## src/rtl/pong_pkg.sv

```systemverilog
// Shared widths, phase encoding and the packed game-state word for the pong
// game-logic stage.
package pong_pkg;
    localparam int COORD_W = 10;
    localparam int SCORE_W = 4;
    localparam int STATE_W = 50;

    typedef enum logic [1:0] {
        PH_IDLE  = 2'd0,
        PH_SERVE = 2'd1,
        PH_PLAY  = 2'd2,
        PH_OVER  = 2'd3
    } phase_t;

    // Field order matches the wire format of o_state, MSB first.
    typedef struct packed {
        phase_t             phase;
        logic [SCORE_W-1:0] score_r;
        logic [SCORE_W-1:0] score_l;
        logic [COORD_W-1:0] pad_r_y;
        logic [COORD_W-1:0] pad_l_y;
        logic [COORD_W-1:0] ball_y;
        logic [COORD_W-1:0] ball_x;
    } game_state_t;

    function automatic logic [SCORE_W-1:0] score_inc(input logic [SCORE_W-1:0] s,
                                                     input logic [SCORE_W-1:0] s_max);
        return (s >= s_max) ? s_max : s + 1'b1;
    endfunction
endpackage

```

## src/rtl/pong_game_engine_tick_gen.sv

```systemverilog
// Free-running game-tick divider: one-cycle pulse every TICK_DIV clocks,
// running in every phase.
module pong_tick_gen #(
    parameter int TICK_DIV = 833333
) (
    input  logic i_clk_a,
    input  logic rst,
    output logic tick
);
    localparam int CNT_W = (TICK_DIV > 1) ? $clog2(TICK_DIV) : 1;
    localparam logic [CNT_W-1:0] LAST = CNT_W'(TICK_DIV - 1);

    logic [CNT_W-1:0] cnt;

    assign tick = (cnt == LAST);

    always_ff @(posedge i_clk_a or negedge rst) begin
        if (!rst) begin
            cnt <= '0;
        end else if (tick) begin
            cnt <= '0;
        end else begin
            cnt <= cnt + 1'b1;
        end
    end
endmodule

```

## src/rtl/pong_game_engine.sv

```systemverilog
// Pong game logic: paddles, ball, scoring and match phase, advanced once per
// game tick; o_state is the registered source word for the pixel-domain handshake.
module pong_game_engine
    import pong_pkg::*;
#(
    parameter int TICK_DIV     = 833333,
    parameter int SCREEN_W     = 640,
    parameter int SCREEN_H     = 480,
    parameter int BALL_SIZE    = 8,
    parameter int PADDLE_W     = 8,
    parameter int PADDLE_H     = 64,
    parameter int PADDLE_XL    = 16,
    parameter int PADDLE_XR    = 616,
    parameter int PADDLE_SPEED = 4,
    parameter int BALL_SPEED   = 2,
    parameter int SERVE_TICKS  = 60,
    parameter int SCORE_MAX    = 9
) (
    input  logic               i_clk_a,
    input  logic               rst,
    input  logic               i_l_up,
    input  logic               i_l_dn,
    input  logic               i_r_up,
    input  logic               i_r_dn,
    input  logic               i_start,
    output logic [STATE_W-1:0] o_state,
    output logic               o_tick
);
    localparam int SRV_W = (SERVE_TICKS > 1) ? $clog2(SERVE_TICKS) : 1;
    localparam logic [SRV_W-1:0] SERVE_LAST = SRV_W'(SERVE_TICKS - 1);

    localparam logic [COORD_W-1:0] BALL_X0  = COORD_W'((SCREEN_W - BALL_SIZE) / 2);
    localparam logic [COORD_W-1:0] BALL_Y0  = COORD_W'((SCREEN_H - BALL_SIZE) / 2);
    localparam logic [COORD_W-1:0] PAD_Y0   = COORD_W'((SCREEN_H - PADDLE_H) / 2);
    localparam logic [COORD_W-1:0] BOUNCE_L = COORD_W'(PADDLE_XL + PADDLE_W);
    localparam logic [COORD_W-1:0] BOUNCE_R = COORD_W'(PADDLE_XR - BALL_SIZE);
    localparam logic [COORD_W-1:0] WALL_BOT = COORD_W'(SCREEN_H - BALL_SIZE);
    localparam logic [SCORE_W-1:0] SCORE_TOP = SCORE_W'(SCORE_MAX);

    // One extra bit of signed headroom so steps past an edge never wrap.
    typedef logic signed [COORD_W:0] scoord_t;
    localparam scoord_t ZERO     = '0;
    localparam scoord_t PAD_SPD  = scoord_t'(PADDLE_SPEED);
    localparam scoord_t PAD_MAX  = scoord_t'(SCREEN_H - PADDLE_H);
    localparam scoord_t PAD_H_S  = scoord_t'(PADDLE_H);
    localparam scoord_t BALL_SPD = scoord_t'(BALL_SPEED);
    localparam scoord_t BALL_SZ  = scoord_t'(BALL_SIZE);
    localparam scoord_t X_MAX    = scoord_t'(SCREEN_W - BALL_SIZE);
    localparam scoord_t Y_MAX    = scoord_t'(SCREEN_H - BALL_SIZE);
    localparam scoord_t XL_S     = scoord_t'(PADDLE_XL);
    localparam scoord_t XL_FACE  = scoord_t'(PADDLE_XL + PADDLE_W);
    localparam scoord_t XR_S     = scoord_t'(PADDLE_XR);
    localparam scoord_t XR_END   = scoord_t'(PADDLE_XR + PADDLE_W);

    function automatic logic [COORD_W-1:0] paddle_step(input logic [COORD_W-1:0] y,
                                                       input logic up, input logic dn);
        scoord_t t;
        t = $signed({1'b0, y});
        if (up && !dn) begin
            t = t - PAD_SPD;
            if (t < ZERO) t = ZERO;
        end else if (dn && !up) begin
            t = t + PAD_SPD;
            if (t > PAD_MAX) t = PAD_MAX;
        end
        return t[COORD_W-1:0];
    endfunction

    function automatic game_state_t home_state(input phase_t ph);
        game_state_t s;
        s.phase   = ph;
        s.score_r = '0;
        s.score_l = '0;
        s.pad_r_y = PAD_Y0;
        s.pad_l_y = PAD_Y0;
        s.ball_y  = BALL_Y0;
        s.ball_x  = BALL_X0;
        return s;
    endfunction

    game_state_t        st_q, st_d;
    logic               vx_q, vx_d;  // 1 = moving right
    logic               vy_q, vy_d;  // 1 = moving down
    logic [SRV_W-1:0]   serve_q, serve_d;
    logic               tick;
    scoord_t            bx, by, nx, ny, pl, pr;
    logic               l_hit, r_hit, l_miss, r_miss;
    logic [COORD_W-1:0] pl_next, pr_next;
    logic [SCORE_W-1:0] sr_inc, sl_inc;

    pong_tick_gen #(.TICK_DIV(TICK_DIV)) u_tick (
        .i_clk_a(i_clk_a),
        .rst    (rst),
        .tick   (tick)
    );

    assign bx = $signed({1'b0, st_q.ball_x});
    assign by = $signed({1'b0, st_q.ball_y});
    assign pl = $signed({1'b0, st_q.pad_l_y});
    assign pr = $signed({1'b0, st_q.pad_r_y});
    assign nx = vx_q ? bx + BALL_SPD : bx - BALL_SPD;
    assign ny = vy_q ? by + BALL_SPD : by - BALL_SPD;

    // Collisions use the paddle positions from before this tick's move.
    assign l_hit  = !vx_q && (nx <= XL_FACE) && (nx + BALL_SZ > XL_S)
                    && (by + BALL_SZ > pl) && (by < pl + PAD_H_S);
    assign r_hit  = vx_q && (nx + BALL_SZ >= XR_S) && (nx < XR_END)
                    && (by + BALL_SZ > pr) && (by < pr + PAD_H_S);
    assign l_miss = (nx <= ZERO) && !l_hit;
    assign r_miss = (nx >= X_MAX) && !r_hit;

    assign pl_next = paddle_step(st_q.pad_l_y, i_l_up, i_l_dn);
    assign pr_next = paddle_step(st_q.pad_r_y, i_r_up, i_r_dn);
    assign sr_inc  = score_inc(st_q.score_r, SCORE_TOP);
    assign sl_inc  = score_inc(st_q.score_l, SCORE_TOP);

    always_comb begin
        st_d    = st_q;
        vx_d    = vx_q;
        vy_d    = vy_q;
        serve_d = serve_q;
        case (st_q.phase)
            PH_IDLE: begin
                if (i_start) begin
                    st_d.phase = PH_SERVE;
                    serve_d    = '0;
                end
            end
            PH_SERVE: begin
                st_d.pad_l_y = pl_next;
                st_d.pad_r_y = pr_next;
                if (serve_q == SERVE_LAST) st_d.phase = PH_PLAY;
                else serve_d = serve_q + 1'b1;
            end
            PH_PLAY: begin
                st_d.pad_l_y = pl_next;
                st_d.pad_r_y = pr_next;
                if (!(l_miss || r_miss)) begin
                    if (ny <= ZERO) begin
                        st_d.ball_y = '0;
                        vy_d        = 1'b1;
                    end else if (ny >= Y_MAX) begin
                        st_d.ball_y = WALL_BOT;
                        vy_d        = 1'b0;
                    end else begin
                        st_d.ball_y = ny[COORD_W-1:0];
                    end
                end
                if (l_hit) begin
                    st_d.ball_x = BOUNCE_L;
                    vx_d        = 1'b1;
                end else if (r_hit) begin
                    st_d.ball_x = BOUNCE_R;
                    vx_d        = 1'b0;
                end else if (l_miss) begin
                    st_d.score_r = sr_inc;
                    st_d.ball_x  = BALL_X0;
                    st_d.ball_y  = BALL_Y0;
                    st_d.phase   = (sr_inc == SCORE_TOP) ? PH_OVER : PH_SERVE;
                    vx_d         = 1'b0;
                    serve_d      = '0;
                end else if (r_miss) begin
                    st_d.score_l = sl_inc;
                    st_d.ball_x  = BALL_X0;
                    st_d.ball_y  = BALL_Y0;
                    st_d.phase   = (sl_inc == SCORE_TOP) ? PH_OVER : PH_SERVE;
                    vx_d         = 1'b1;
                    serve_d      = '0;
                end else begin
                    st_d.ball_x = nx[COORD_W-1:0];
                end
            end
            PH_OVER: begin
                if (i_start) begin
                    st_d    = home_state(PH_SERVE);
                    serve_d = '0;
                end
            end
            default: ;
        endcase
    end

    always_ff @(posedge i_clk_a or negedge rst) begin
        if (!rst) begin
            st_q    <= home_state(PH_IDLE);
            vx_q    <= 1'b1;
            vy_q    <= 1'b1;
            serve_q <= '0;
            o_tick  <= 1'b0;
        end else begin
            o_tick <= tick;
            if (tick) begin
                st_q    <= st_d;
                vx_q    <= vx_d;
                vy_q    <= vy_d;
                serve_q <= serve_d;
            end
        end
    end

    assign o_state = st_q;
endmodule

```

## config.mk

```make
export PLATFORM = sky130hd
export DESIGN_NAME = pong_game_engine
export DESIGN_NICKNAME = d
export VERILOG_FILES = /design/src/rtl/pong_pkg.sv /design/src/rtl/pong_game_engine_tick_gen.sv /design/src/rtl/pong_game_engine.sv
export SDC_FILE = /design/constraint.sdc
export NUM_CORES = 1
export LEC_CHECK = 0
export CAP_MARGIN = 20
export CORE_UTILIZATION = 60
export DETAILED_ROUTE_END_ITERATION = 6
export GPL_TIMING_DRIVEN = 0
export PLACE_DENSITY = 0.86
export REMOVE_ABC_BUFFERS = 1
export SYNTH_ARGS = -nofsm -noshare
export SYNTH_HDL_FRONTEND = slang
export SYNTH_SLANG_ARGS = --single-unit
```

## constraint.sdc

```tcl
create_clock -name i_clk_a -period 7.74 [get_ports i_clk_a]
set_clock_uncertainty 0.1 [all_clocks]
set_input_delay 1.548 -clock i_clk_a [delete_from_list [all_inputs] [get_ports i_clk_a]]
set_output_delay 1.548 -clock i_clk_a [all_outputs]
set_load 0.03 [all_outputs]
```

==> results of run 1 <==
==> area by class of cell <==
type | instances | area share (%)
well taps | 140 | 2.26
multi-input cells | 673 | 60.7
inverters | 47 | 2.28
flip-flops and latches | 74 | 24.2
repair buffers | 53 | 7.05
clock buffers | 11 | 3.01
clock inverters | 5 | 0.517
==> where the power goes <==
part / internal, µW / switching (µW)
logic: 6.22 / 16.3
clock network: 219 / 171
registers: 387 / 0
==> per-layer routing <==
metal / vias up / share of wire [%] / global-route usage (%)
li1: 3083 / - / -
met1: 3112 / 43 / 42.6
met2: 289 / 48 / 52.7
met3: 45 / 6.7 / 4.60
met4: 0 / 2.6 / 10.7
met5: - / 0 / 0
==> state kept, by name (all words and copies together), names as in the netlist <==
| register | count |
|---|---|
| o_tick | 1 |
| serve_q | 6 |
| vy_q | 1 |
| o_state | 45 |
| u_tick.cnt | 20 |
| vx_q | 1 |
==> metrics by stage <==
| stage | setup WS [ns] | area (µm²) |
|---|---|---|
| detailed placement | 2.82 | 7460 |
| global placement | 2.52 | 7430 |
| finish | 2.71 | 7740 |
| CTS | 2.78 | 7740 |
| floorplan | 3.48 | 6740 |
| global route | 2.45 | 7740 |
==> cells in the mapped netlist (18+ instances only) <==
master,number,share of area [%]
a21oi_1,64,4.7
and3_1,19,1.7
clkbuf_1,19,1.0
dfrtp_1,56,20
dfstp_2,18,6.9
ha_1,74,13
inv_1,45,2.5
nand2_1,58,3.2
nand2b_1,18,1.6
nand3_1,41,3.0
nor2_1,70,3.8
nor3_1,21,1.5
o21ai_0,51,3.7
or3_1,19,1.7
xnor2_1,26,3.3
xor2_1,21,2.7
==> worst max-delay path by stage <==
stage                     start          end  slack [ns]  depth (start not counted)
after floorplan            vx_q  o_state[44]        3.48                         14
after CTS                  vx_q  o_state[44]        2.78                         14
after detailed placement   vx_q  o_state[44]        2.82                         14
final                      vx_q  o_state[44]        2.71                         14
after global routing       vx_q  o_state[44]        2.45                         14
after global placement      rst  o_state[18]        2.52                          1
==> cells by family (layout without fill, tap and decap cells) <==
group | after synthesis | after routing | share of synthesized area [%]
AND/OR/NAND/NOR | 302 | 302 | 22.7
AO/OA/AOI/OAI | 231 | 231 | 23.3
adder cells (fa/ha/maj) | 77 | 77 | 14.2
buffers and inverters | 76 | 116 | 4.63
flip-flops | 74 | 74 | 27.3
XOR/XNOR | 47 | 47 | 6.00
multiplexers | 11 | 11 | 1.73
other | 1 | 5 | 0.0547
==> cell usage in the layout, fill, tap and decap left out, types with 4 or more instances in the layout <==
cell and count:
o21ai_0 51, clkbuf_16 9, conb_1 5, nand4_1 11, nor2_1 70, nand2b_1 18, or3_1 19, a311oi_1 4
dfstp_2 18, clkdlybuf4s50_1 51, nor2b_1 10, a31oi_1 6, dfrtp_1 56, a21oi_1 64, and2_1 5, o21ai_1 9
a211o_1 4, nor4_1 4, mux2_2 4, xor2_1 21, inv_1 45, and3_1 19, nand3_1 41, a21o_1 12
a211oi_1 6, nor3_1 21, xnor2_1 26, o21a_1 4, o2111ai_1 4, o31ai_1 8, a2111oi_0 6, nand2_1 58
mux2i_1 6, ha_1 74
==> critical path: stages, from the launching register on <==
cell	delay (ns)
dfstp_2	0.65
inv_1	0.27
ha_1	0.40
a211o_1	0.33
and2_1	0.20
nor2_1	0.28
ha_1	0.30
inv_1	0.09
or4_4	0.55
nor4_1	0.27
a31oi_1	0.11
o2111ai_4	0.47
nand2_1	0.27
o22ai_2	0.26
mux2_2	0.37
==> summary.md, run 1 <==
| Metric | Value |
|---|---|
| Clk pin slew, worst setup/hold paths | `about 0.060 ns` |
| Startpoint of the worst hold path | `u_tick.cnt[0]` |
| GRT Total Usage | `31.9%` |
| N_diodes | `0` |
| Sequential element share of the synthesized area | `27.3%` |
| Core area | `0.0110 mm²` |
| # DRC | `0` |
| Top Ports | `between 50 and 60` |
| Syn avg cell area | `approximately 8.4 µm²` |
| Yosys cell types | `90` |
| Num CTS Buffers | `9` |
| Initial drt markers | `575` |
| Worst R2R Setup Slack | `2.71 ns` |
| Final wirelength | `around 18 mm` |
| Post-Synthesis Cells | `between 800 and 900` |
| Final Non-Filler Cells | `between 1000 and 1500` |
| Post-CTS Setup Bufs | `0` |
| Synth warn | `0` |
| CTS resizes | `0` |
| Layout area overhead | `12.8%` |
| Total power | `between 700 and 800 µW` |
| Nets@finish | `941` |
| CP required | `~8 ns` |
| Final hold violation count | `0` |
| CP Class | `flip-flop to flip-flop` |
| Status | `completed` |
| Root buffer cell | `clkbuf_16` |
| WP data arrival | `between 5 and 6 ns` |
| Peak VDD IR | `0.000101 V` |
| Worst Hold Depth | `1` |
| Gr ovfl total | `0` |
| Routed Antenna Nets | `0` |
| Max Freq | `199 MHz` |
| Max-cap violations | `0` |
| Rows | `38` |
| Hold crit path type | `flip-flop to flip-flop` |
| Setup crit start kind | `flip-flop` |
| Die Width | `109 µm` |
| WHS | `0.393 ns` |
| Via Count | `6529` |
| Final design utilization | `70.4%` |
| FF+latch area | `0.00187 mm²` |
| Fill cell count | `861` |
| Top_reg_cell synth | `dfrtp_1` |
| Reg2reg start | `vx_q` |
| FFs w/ async S/R, synth | `100%` |
| Synthesized flop and latch total | `between 70 and 80` |
| Via density | `6.51` |
| Worst Path Max Fanout | `14` |
| Global-route wire length before repair | `30.1 mm` |
| IO buf count | `52` |
| Pins Over Slew Limit | `0` |
| Lkg Pwr | `0.00319 µW` |
| Tcrit/Tclk final | `around two thirds` |
| Footprint of the multi-input gates | `0.00469 mm²` |
| RSZ-0062 raised after global routing | `false` |
| Vias in the first global route | `6203` |
| Crit. End Element | `flip-flop` |
| Endpoints failing setup | `0` |
| CTS Buffer Depth | `2` |
| Relative slew slack | `24.2%` |
| Slew of the pin with the lowest slew margin | `1.14 ns` |
| Number of cells on the worst reg-to-reg path | `14` |
| Post-synth EDFFs | `0` |
| Avg WL per Cell | `approximately 18 µm` |
| FF-to-FF End | `o_state[44]` |
| Setup TNS | `0 ns` |
| TritonCTS clock tree | `yes` |
| End of the worst hold path | `u_tick.cnt[0]` |
| Die ar. | `0.0119 mm²` |
| Hpwl dp | `roughly 13 mm` |
| Total power per unit cell area | `103 mW/mm²` |
| Sink Count | `74` |
| Antenna violations before repair | `0` |
| Largest net degree at the start of global routing | `50` |
| Htree depth | `3` |
| Worst-Skew Late Latency | `approximately 0.34 ns` |
| Placed insts | `987` |
| Placer Congestion | `0.961` |
| Pre-antenna DRT Iters | `6` |
| Synthesized area | `0.00686 mm²` |
| Cts hold-fix bufs | `0` |
| Layout cells sized above 1 | `7.42%` |
| Min Clock Period, post-route | `5.03 ns` |
| Initial Utilization | `62.5%` |
| Chip Height | `about 110 µm` |
Note: power is estimated with default switching activity, not from simulation.
==> run 2, diff against run 1 <==
CORE_UTILIZATION = 54   (was 60)
PLACE_DENSITY = 0.82   (was 0.86)
clock period = 4.6 ns   (was 7.74 ns; I/O delays follow)
==> run 2 against run 1 <==
Against the previous run:
- utilization shrank 4.5 points
- critical path depth fell by 1
- first-iteration DRC count up 23%
- non-clock buffer count grew 13
- hold slack worse by 0.096 ns
- register-to-register slack lost 2.6 ns
- final cell count grew 4.1%
- setup slack worse by 2.6 ns
- sequential power up 68%
- critical path type unchanged
- critical endpoint is now o_state[40]
- largest cell class unchanged
==> summary.md, run 2 (synthesis results as in run 1) <==
| Metric | Value |
|---|---|
| Vias in the first global route | `6117 (was 6203)` |
| Peak VDD IR | `0.000181 V (was 0.000101 V)` |
| Min Clock Period, post-route | `4.49 ns (was 5.03 ns)` |
| Sw power | `347 µW (was 187 µW)` |
| Layout cells sized above 1 | `10.3% (was 7.42%)` |
| Layout area overhead | `17.5% (was 12.8%)` |
| # DRC | `0 (unchanged)` |
| Die ar. | `0.0132 mm² (was 0.0119 mm²)` |
| Largest stage delay, worst path | `0.59 ns (was 0.65 ns)` |
| Clk pin slew, worst setup/hold paths | `0.07 ns (was 0.06 ns)` |
| Slew of the pin with the lowest slew margin | `0.958 ns (was 1.14 ns)` |
| Htree depth | `3 (unchanged)` |
| Reg2reg start | `vx_q (unchanged)` |
| Worst setup path start | `vx_q (unchanged)` |
| Final hold violation count | `0 (unchanged)` |
| Via Count | `6598 (was 6529)` |
| Sw Share | `24.1% (was 23.4%)` |
| TritonCTS clock tree | `yes (unchanged)` |
| Avg WL per Cell | `17.4 µm (was 18.2 µm)` |
| Rows | `40 (was 38)` |
| IO buf count | `52 (unchanged)` |
| Tcrit/Tclk final | `97.7% (was 65.0%)` |
| Largest register FFs | `45 (unchanged)` |
| Cell internal pwr | `1090 µW (was 612 µW)` |
| CP required | `4.74 ns (was 7.86 ns)` |
| Max-cap violations | `0 (unchanged)` |
| Endpoints failing setup | `0 (unchanged)` |
| Worst Path Max Fanout | `8 (was 14)` |
| Initial Utilization | `56.2% (was 62.5%)` |
| Crit. End Element | `flip-flop (unchanged)` |
| Placed insts | `1015 (was 987)` |
| Core area | `0.0122 mm² (was 0.0110 mm²)` |
| Setup crit start kind | `flip-flop (unchanged)` |
| Pre-antenna DRT Iters | `6 (unchanged)` |
| WP depth | `13 (was 14)` |
| Lkg Pwr | `0.00332 µW (was 0.00319 µW)` |
| Commonest non-fill, non-tap cells in the layout | `ha_1 (73), nor2_1 (69), a21oi_1 (64) (was ha_1 (74), nor2_1 (70), a21oi_1 (64))` |
| WP data arrival | `4.64 ns (was 5.15 ns)` |
| Via density | `6.32 (was 6.51)` |
| Max Freq | `223 MHz (was 199 MHz)` |
| Antenna violations before repair | `0 (unchanged)` |
| Worst R2R Setup Slack | `0.11 ns (was 2.71 ns)` |
| N_diodes | `0 (unchanged)` |
| Sink Count | `74 (unchanged)` |
| Top Ports | `58 (unchanged)` |
| Routed Antenna Nets | `0 (unchanged)` |
| Status | `completed (unchanged)` |
| Num CTS Buffers | `9 (unchanged)` |
| Total power | `1440 µW (was 800 µW)` |
| Worst-Skew Late Latency | `0.35 ns (was 0.34 ns)` |
| FF-to-FF End | `o_state[40] (was o_state[44])` |
| Placer Congestion | `0.930 (was 0.961)` |
| Post-Layout Inst Area | `0.00806 mm² (was 0.00774 mm²)` |
| Number of cells on the worst reg-to-reg path | `13 (was 14)` |
| Nets@finish | `954 (was 941)` |
| GRT Total Usage | `28.0% (was 31.9%)` |
| Setup TNS | `0 ns (unchanged)` |
| Sequence of cells on the critical path | `clkinvlp_4, buf_4, ha_1, inv_2, a221o_1, or3_1, xnor2_1, a32oi_1, a2111oi_4, and4_4, o21ai_2, nand2_1, mux2_2 (was inv_1, ha_1, a211o_1, and2_1, nor2_1, ha_1, inv_1, or4_4, nor4_1, a31oi_1, o2111ai_4, nand2_1, o22ai_2, mux2_2)` |
| Root buffer cell | `clkbuf_16 (unchanged)` |
| Worst path top cell family by delay | `compound AO/OA/AOI/OAI gates (was simple AND/OR/NAND/NOR gates)` |
| Gr ovfl total | `0 (unchanged)` |
| CP Class | `flip-flop to flip-flop (unchanged)` |
| Final wirelength | `18.2 mm (about the same)` |
| Most common cell after layout, fill and taps aside | `ha_1 (unchanged)` |
| CTS Buffer Depth | `2 (unchanged)` |
| Logic pwr share | `2.7% (was 2.8%)` |
| Dpl cell area | `0.00750 mm² (was 0.00746 mm²)` |
| Die Width | `115 µm (was 109 µm)` |
| Relative slew slack | `35.7% (was 24.2%)` |
| Chip Height | `115 µm (was 109 µm)` |
| Global-route wire length before repair | `29.3 mm (was 30.1 mm)` |
| Slowest CP cell | `dfstp_2 (unchanged)` |
| Hpwl dp | `12.4 mm (was 13.3 mm)` |
| Crit path capture | `o_state[40] (was o_state[44])` |
| Initial drt markers | `705 (was 575)` |
| Final Non-Filler Cells | `1044 (was 1003)` |
| Share of power burned in registers | `45.2% (was 48.4%)` |
| Largest net degree at the start of global routing | `66 (was 50)` |
| CP Buf/Inv Count | `3 (was 2)` |
| Pins Over Slew Limit | `0 (unchanged)` |
| Total power per unit cell area | `179 mW/mm² (was 103 mW/mm²)` |
| Clk pwr share | `52.1% (was 48.7%)` |
| Hold crit path type | `primary input to async pin (was flip-flop to flip-flop)` |
## run 2: what timing repair did
action                                  4_1_cts  5_1_grt
buffers inserted                              3        9
pin swaps                                     1        5
resized for setup                             3       20
endpoints found under the setup margin       29       35
hold buffers                                  0        0
## run 2: layer usage
| metal | wire length (µm) | GRT usage (%) | vias up |
|---|---|---|---|
| li1 | - | - | 3120 |
| met1 | 8080 | 37.5 | 3154 |
| met2 | 8580 | 45.3 | 277 |
| met3 | 1070 | 4.55 | 47 |
| met4 | 432 | 11.3 | 0 |
| met5 | 0 | 0 | - |
## run 2: stage by stage
stage | utilization (%) | worst slack (ns) | hold WS, ns
floorplan | - | 0.343 | 0.355
global placement | 61.1 | -0.278 | 0.377
detailed placement | 61.4 | -0.295 | 0.381
CTS | 64.3 | -0.00501 | 0.296
global route | 66.0 | -0.0560 | 0.306
finish | 66.0 | 0.108 | 0.297
## run 2: layout make-up
| type | instances | area, µm² |
|---|---|---|
| clock buffer | 9 | 225 |
| clock inverter | 7 | 83.8 |
| fill | 1004 | 4150 |
| inverter | 47 | 180 |
| multi-input combinational | 673 | 4820 |
| sequential | 74 | 1870 |
| tap | 168 | 210 |
| timing repair buffer | 66 | 663 |
## run 2: power groups by stage
| stage | logic, µW | clock network, µW | registers [µW] |
|---|---|---|---|
| floorplan | 13.8 | 0 | 663 |
| CTS | 39.1 | 759 | 651 |
| global route | 43.4 | 777 | 651 |
| global placement | 35.8 | 0 | 663 |
| finish | 38.5 | 750 | 651 |
| detailed placement | 38.8 | 0 | 663 |
## run 2: worst min path at each step
stage              startpoint             end  slack (ns)
6_report                  rst     o_state[25]        0.30
5_1_grt                   rst     o_state[25]        0.31
4_1_cts                   rst     o_state[25]        0.30
3_5_place_dp   u_tick.cnt[16]  u_tick.cnt[16]        0.38
3_3_place_gp   u_tick.cnt[16]  u_tick.cnt[16]        0.38
2_1_floorplan   u_tick.cnt[0]   u_tick.cnt[0]        0.35
## run 2: worst register-to-register path, delay by kind of cell, from the launching register on
family          cells  cell delay (ns)
mux                 1             0.35
compound gates      4             1.19
xor+xnor            1             0.25
buf+inv             3             0.53
fa+ha+maj           1             0.39
flops               1             0.59
simple gates        3             0.99
==> patch 1: new RTL, config.mk and constraints of run 1 <==
The parameter `SERVE_TICKS` goes from 60 to 120.
--- a/src/rtl/pong_game_engine.sv
+++ b/src/rtl/pong_game_engine.sv
@@ -14,5 +14,5 @@
     parameter int PADDLE_SPEED = 4,
     parameter int BALL_SPEED   = 2,
-    parameter int SERVE_TICKS  = 60,
+    parameter int SERVE_TICKS  = 120,
     parameter int SCORE_MAX    = 9
 ) (
Formal check against the unedited RTL: same outputs for any inputs over 10 cycles, from zero or initial values and one cycle with rst low; that may be too few to reach the edited logic, so the function may still have changed.
==> patch 1 against run 1 <==
  * Routed wire length decreased by 3.8%
  * Setup slack got worse by 15 ps
  * Final area down 0.24%
  * Area after synthesis down 0.78%
  * Power rose by 7.2%
  * Sequential cell count rose by 1
  * Critical path depth grew 1
  * Clock power grew 13%
  * Largest cell class unchanged
==> patch 1: results (changes against run 1) <==
.. list-table::
   :header-rows: 1

   * - Metric
     - Value
   * - Number of design-rule violations left by the first detailed-router iteration
     - 640 (+11%)
   * - Primary flip-flop cell chosen by synthesis mapping
     - dfrtp_1
   * - Worst Reg-to-Reg Cells
     - 15 (+1)
   * - Worst-path clk slew
     - 60 ps (about the same)
   * - Final #Nets
     - 944 (+0.32%)
   * - Fraction of registers with async set or reset after synthesis
     - 100% (unchanged)
   * - Detailed placer's ending HPWL
     - 13.0 mm (-2.6%)
   * - Sequential-to-total area share from yosys stat
     - 27.9% (+0.58 points)
   * - Total wire length after detailed routing
     - 17.5 mm (-3.8%)
   * - Flip-flop count of the largest register, all copies and words added
     - 45 (unchanged)
   * - Critical path's largest stage delay
     - 690 ps (+40 ps)
   * - Peak ir drop on the vdd network
     - 0.101 mV (-0.37%)
   * - Number of standard cells in the layout, taps in and fillers out
     - 1006 (+0.30%)
   * - TritonCTS buffer count
     - 9 (unchanged)
   * - Layout cell share with drive strength beyond 1
     - 7.04% (-0.37 points)
   * - Endpoint of the worst-slack reg-to-reg timing path
     - o_state[43]
   * - Net switching power figure
     - 0.203 mW (+8.2%)
   * - Mean instance size in the synthesized netlist
     - 8.28 µm² (-1.1%)
   * - Worst-path fanout max
     - 10 (-4)
   * - Pin count of the biggest net entering global routing
     - 61 (+22%)
   * - Total global-route track usage
     - 30.9% (-0.94 points)
   * - Fill count
     - 855 (-0.70%)
   * - Count of buffers from port buffering
     - 52 (unchanged)
   * - Dpl cell area
     - 0.00741 mm² (-0.70%)
   * - Root buffer selected by CTS
     - clkbuf_16
   * - Status
     - completed
   * - Final hold slack
     - 389 ps (-4.37 ps)
   * - Count of different cell masters after synthesis
     - 87 (-3.3%)
   * - Register-to-register setup slack
     - 2700 ps (-20 ps)
   * - Min-Delay Startpoint
     - u_tick.cnt[0]
   * - Arrival time worst endpoint
     - 5110 ps (-40 ps)
   * - Cell types occupying the most area after synthesis
     - dfrtp_1, ha_1, dfstp_2, nor2_1, a21oi_1
   * - FF-to-FF Start
     - o_state[13]
   * - List of most frequent post-synthesis cells
     - nor2_1, ha_1, nand2_1
   * - Wire length of the first global-routing pass
     - 29.1 mm (-3.6%)
   * - Leakage power
     - 3.29 nW (+3.2%)
   * - DRT Pass-1 Iters
     - 5 (-1)
   * - Antenna Diode Count
     - 0 (unchanged)
   * - Total vias in the final route
     - 6453 (-1.2%)
   * - Worst rel slew slack
     - 26.5% (+2.3 points)
   * - Number of cells after detailed placement
     - 990 (+0.30%)
   * - Via count of the first global-routing pass
     - 6286 (+1.3%)
   * - Hold_buf cts
     - 0 (unchanged)
   * - RD Place Congestion
     - 0.935 (-2.7%)
-- patch 1: cell types whose count changed after synthesis, sizes merged, moves of 6 or more --
cell | run 1 | this run
a2111oi | 9 | 2
nand2 | 58 | 65
nand2b | 18 | 12
nor2 | 70 | 84
or3 | 19 | 11
-- patch 1: how the worst max path moves through the flow --
stage	from	to	slack [ps]	depth (start not counted)
final	o_state[13]	o_state[43]	2700	15
after global routing	vx_q	serve_q[6]	2380	14
after CTS	vx_q	serve_q[4]	2780	14
after detailed placement	o_state[13]	o_state[43]	2800	15
after global placement	rst	o_state[7]	2470	1
after floorplan	vx_q	serve_q[4]	3490	14
-- patch 1: area by class of cell --
type / count / share of cell area (%)
inverters: 48 / 2.33
repair buffers: 54 / 7.21
clock inverters: 7 / 1.05
well taps: 140 / 2.27
multi-input cells: 673 / 59.6
flip-flops and latches: 75 / 24.6
clock buffers: 9 / 2.92
-- patch 1: cells by family (layout without fill, tap and decap cells) --
kind of cell	Yosys count	count (layout)	synth area share [%]
and+or+nand+nor	309	309	22.7
AOI/OAI and AO/OA	223	223	22.0
buffers and inverters	78	118	4.83
adders and majority gates	77	77	14.3
DFF	75	75	27.9
xor gates and xnor gates	48	48	6.51
muxes	11	11	1.67
other	1	5	0.0551
-- patch 1: power by group through the flow --
stage	Combinational (mW)	Sequential, mW	Clock [mW]
2_1_floorplan	0.00887	0.399	0
3_3_place_gp	0.0213	0.399	0
3_5_place_dp	0.0235	0.399	0
4_1_cts	0.0235	0.392	0.445
5_1_grt	0.0261	0.392	0.463
6_report	0.0231	0.392	0.442
-- patch 1: worst max-delay path: cells and delay by family, from the launching register on --
kind	cells	cell delay, ps
AOI/OAI and AO/OA	5	1300
adders and majority gates	2	610
DFF	1	690
xor gates and xnor gates	1	300
and+or+nand+nor	7	1870
-- patch 1: through the flow --
stage / worst slack, ps / utilization [%]
floorplan: 3490 / -
global placement: 2470 / 67.4
detailed placement: 2800 / 67.8
CTS: 2780 / 70.6
global route: 2380 / 70.6
finish: 2700 / 70.6
-- patch 1: metal layers --
layer | vias up | global-route usage [%] | routed length [µm]
li1 | 3058 | - | -
met1 | 3059 | 38.8 | 7190
met2 | 291 | 53.8 | 8850
met3 | 45 | 4.82 | 1110
met4 | 0 | 10.9 | 370
met5 | - | 0 | 0
==> patch 2: new RTL, settings of run 1 <==
Made on the original files. Put one more register stage on the output `o_state`, with the module's reset. The value now appears one clock later. The other outputs are not delayed to match. Comments in the files are not updated.
--- a/src/rtl/pong_game_engine.sv
+++ b/src/rtl/pong_game_engine.sv
@@ -199,5 +199,11 @@
     end
 
-    assign o_state = st_q;
+    always_ff @(posedge i_clk_a or negedge rst) begin
+        if (!rst) begin
+            o_state <= '0;
+        end else begin
+            o_state <= st_q;
+        end
+    end
 endmodule
 
Function: changed (a bounded check fails within 4 cycles, from zero or initial values and one cycle with rst low).
==> patch 2 against run 1 <==
  * Sequential cell count up 45
  * Area after synthesis grew 15%
  * Sequential power grew 61%
  * Utilization increased by 2.0 points
  * Count of clock-buffer cells in the layout is 6 higher
  * Power grew 93%
  * Setup slack improved by 170 ps
  * Routed wire length is 4.8% higher
  * Via count increased by 5.5%
  * Final area increased by 19%
  * Critical path type unchanged
==> patch 2: results (changes against run 1) <==
.. list-table::
   :header-rows: 1

   * - Metric
     - Value
   * - Arrival time worst endpoint
     - 5080 ps (-70 ps)
   * - DRT Pass-1 Iters
     - 7 (+1)
   * - Clock insertion delay at the later pin of the skew report
     - 430 ps (+90 ps)
   * - Highest Signal Layer
     - met4
   * - Number of combinational gates with multiple inputs
     - 675 (+0.30%)
   * - Final #Nets
     - 1004 (+6.7%)
   * - Met1 wire length
     - 8.66 mm (+10%)
   * - Final hold slack
     - 310 ps (-82.9 ps)
   * - Mean instance size in the synthesized netlist
     - 9.05 µm² (+8.1%)
   * - Total global-route track usage
     - 30.2% (-1.6 points)
   * - Number of standard cells in the layout, taps in and fillers out
     - 1105 (+10%)
   * - Pwr/cell area
     - 167 mW/mm² (+62%)
   * - Peak ir drop on the vdd network
     - 0.136 mV (+35%)
   * - Total area of multi-input combinational cells
     - 0.00458 mm² (-2.5%)
   * - Global Route met2 Usage
     - 48.6% (-4.2 points)
   * - Total number of H-tree levels
     - 4 (+1)
   * - Sequential-to-total area share from yosys stat
     - 38.0% (+11 points)
   * - Total vias in the final route
     - 6889 (+5.5%)
   * - Clock buffers and inverters, area share
     - 7.13% (+3.6 points)
   * - Crit-path leading delay family
     - compound AO/OA/AOI/OAI gates
   * - Worst rel slew slack
     - 34.6% (+10 points)
   * - Count of different cell masters after synthesis
     - 80 (-11%)
   * - Setup slack at placement
     - 2990 ps (+175 ps)
   * - Status
     - completed
   * - Worst Hold Endpoint
     - o_state[47]
   * - Plain + repair buffers
     - 55 (+3.8%)
   * - Min-Delay Startpoint
     - st_q[47]
   * - Number of design-rule violations left by the first detailed-router iteration
     - 690 (+20%)
   * - Wire length on met2
     - 8.85 mm (+2.1%)
   * - Leakage power
     - 4.04 nW (+27%)
   * - Endpoint of the worst-slack reg-to-reg timing path
     - serve_q[3]
   * - Cell types occupying the most area after synthesis
     - dfrtp_1, ha_1, dfstp_2, nor2_1, a21oi_1
   * - Fill count
     - 961 (+12%)
   * - GRT met3 Usage
     - 5.60% (+1.0 points)
   * - Number of instances on the worst hold path
     - 0 (-1)
   * - Met1 global-route usage
     - 41.4% (-1.1 points)
   * - Count of inverters other than clock inverters in the layout
     - 53 (+13%)
   * - Total wire length after detailed routing
     - 19.1 mm (+4.8%)
   * - Dpl cell area
     - 0.00856 mm² (+15%)
   * - List of most frequent post-synthesis cells
     - dfrtp_1, nor2_1, ha_1
   * - Share of the core filled with cells in the final layout
     - 72.4% (+2.0 points)
   * - Seq cells
     - 119 (+61%)
   * - Synthesis-to-finish area growth
     - 16.7%
   * - RD Place Congestion
     - 0.942 (-2.0%)
   * - Layout cell share with drive strength beyond 1
     - 8.04% (+0.62 points)
   * - Register-to-register setup slack
     - 2880 ps (+170 ps)
   * - Detail Route met3 WL
     - 1.17 mm (-3.3%)
   * - Wire length of the first global-routing pass
     - 31.8 mm (+5.4%)
==> patch 2: cell types whose count changed after synthesis, sizes merged, moves of 7 or more <==
| cell | delta |
|---|---|
| nor2 | +18 |
| inv | +7 |
| dfrtp | +45 |
| nand4 | +7 |
==> patch 2: worst max path at each step <==
stage	to	cells past startpoint	start	slack, ps
floorplan	by[1]	8	u_tick.cnt[14]	3030
global placement	o_state[29]	1	rst	470
detailed placement	serve_q[3]	14	vx_q	2990
CTS	serve_q[3]	14	vx_q	2940
global route	serve_q[3]	14	vx_q	2580
finish	serve_q[3]	14	vx_q	2880
==> patch 2: kinds of logic (layout without fill, tap and decap cells) <==
family	count (synthesis)	after routing	synth area share (%)
buf+inv	82	139	4.29
fa+ha+maj	76	76	12.2
compound gates	221	221	18.7
other cells	1	5	0.0475
xor+xnor	48	48	5.42
mux	9	9	1.20
flops	119	119	38.0
simple gates	316	316	20.1
==> patch 2: report_power, final <==
group	switching (mW)	internal (mW)
logic	0.0212	0.00745
registers	0	0.623
clock network	0.293	0.599
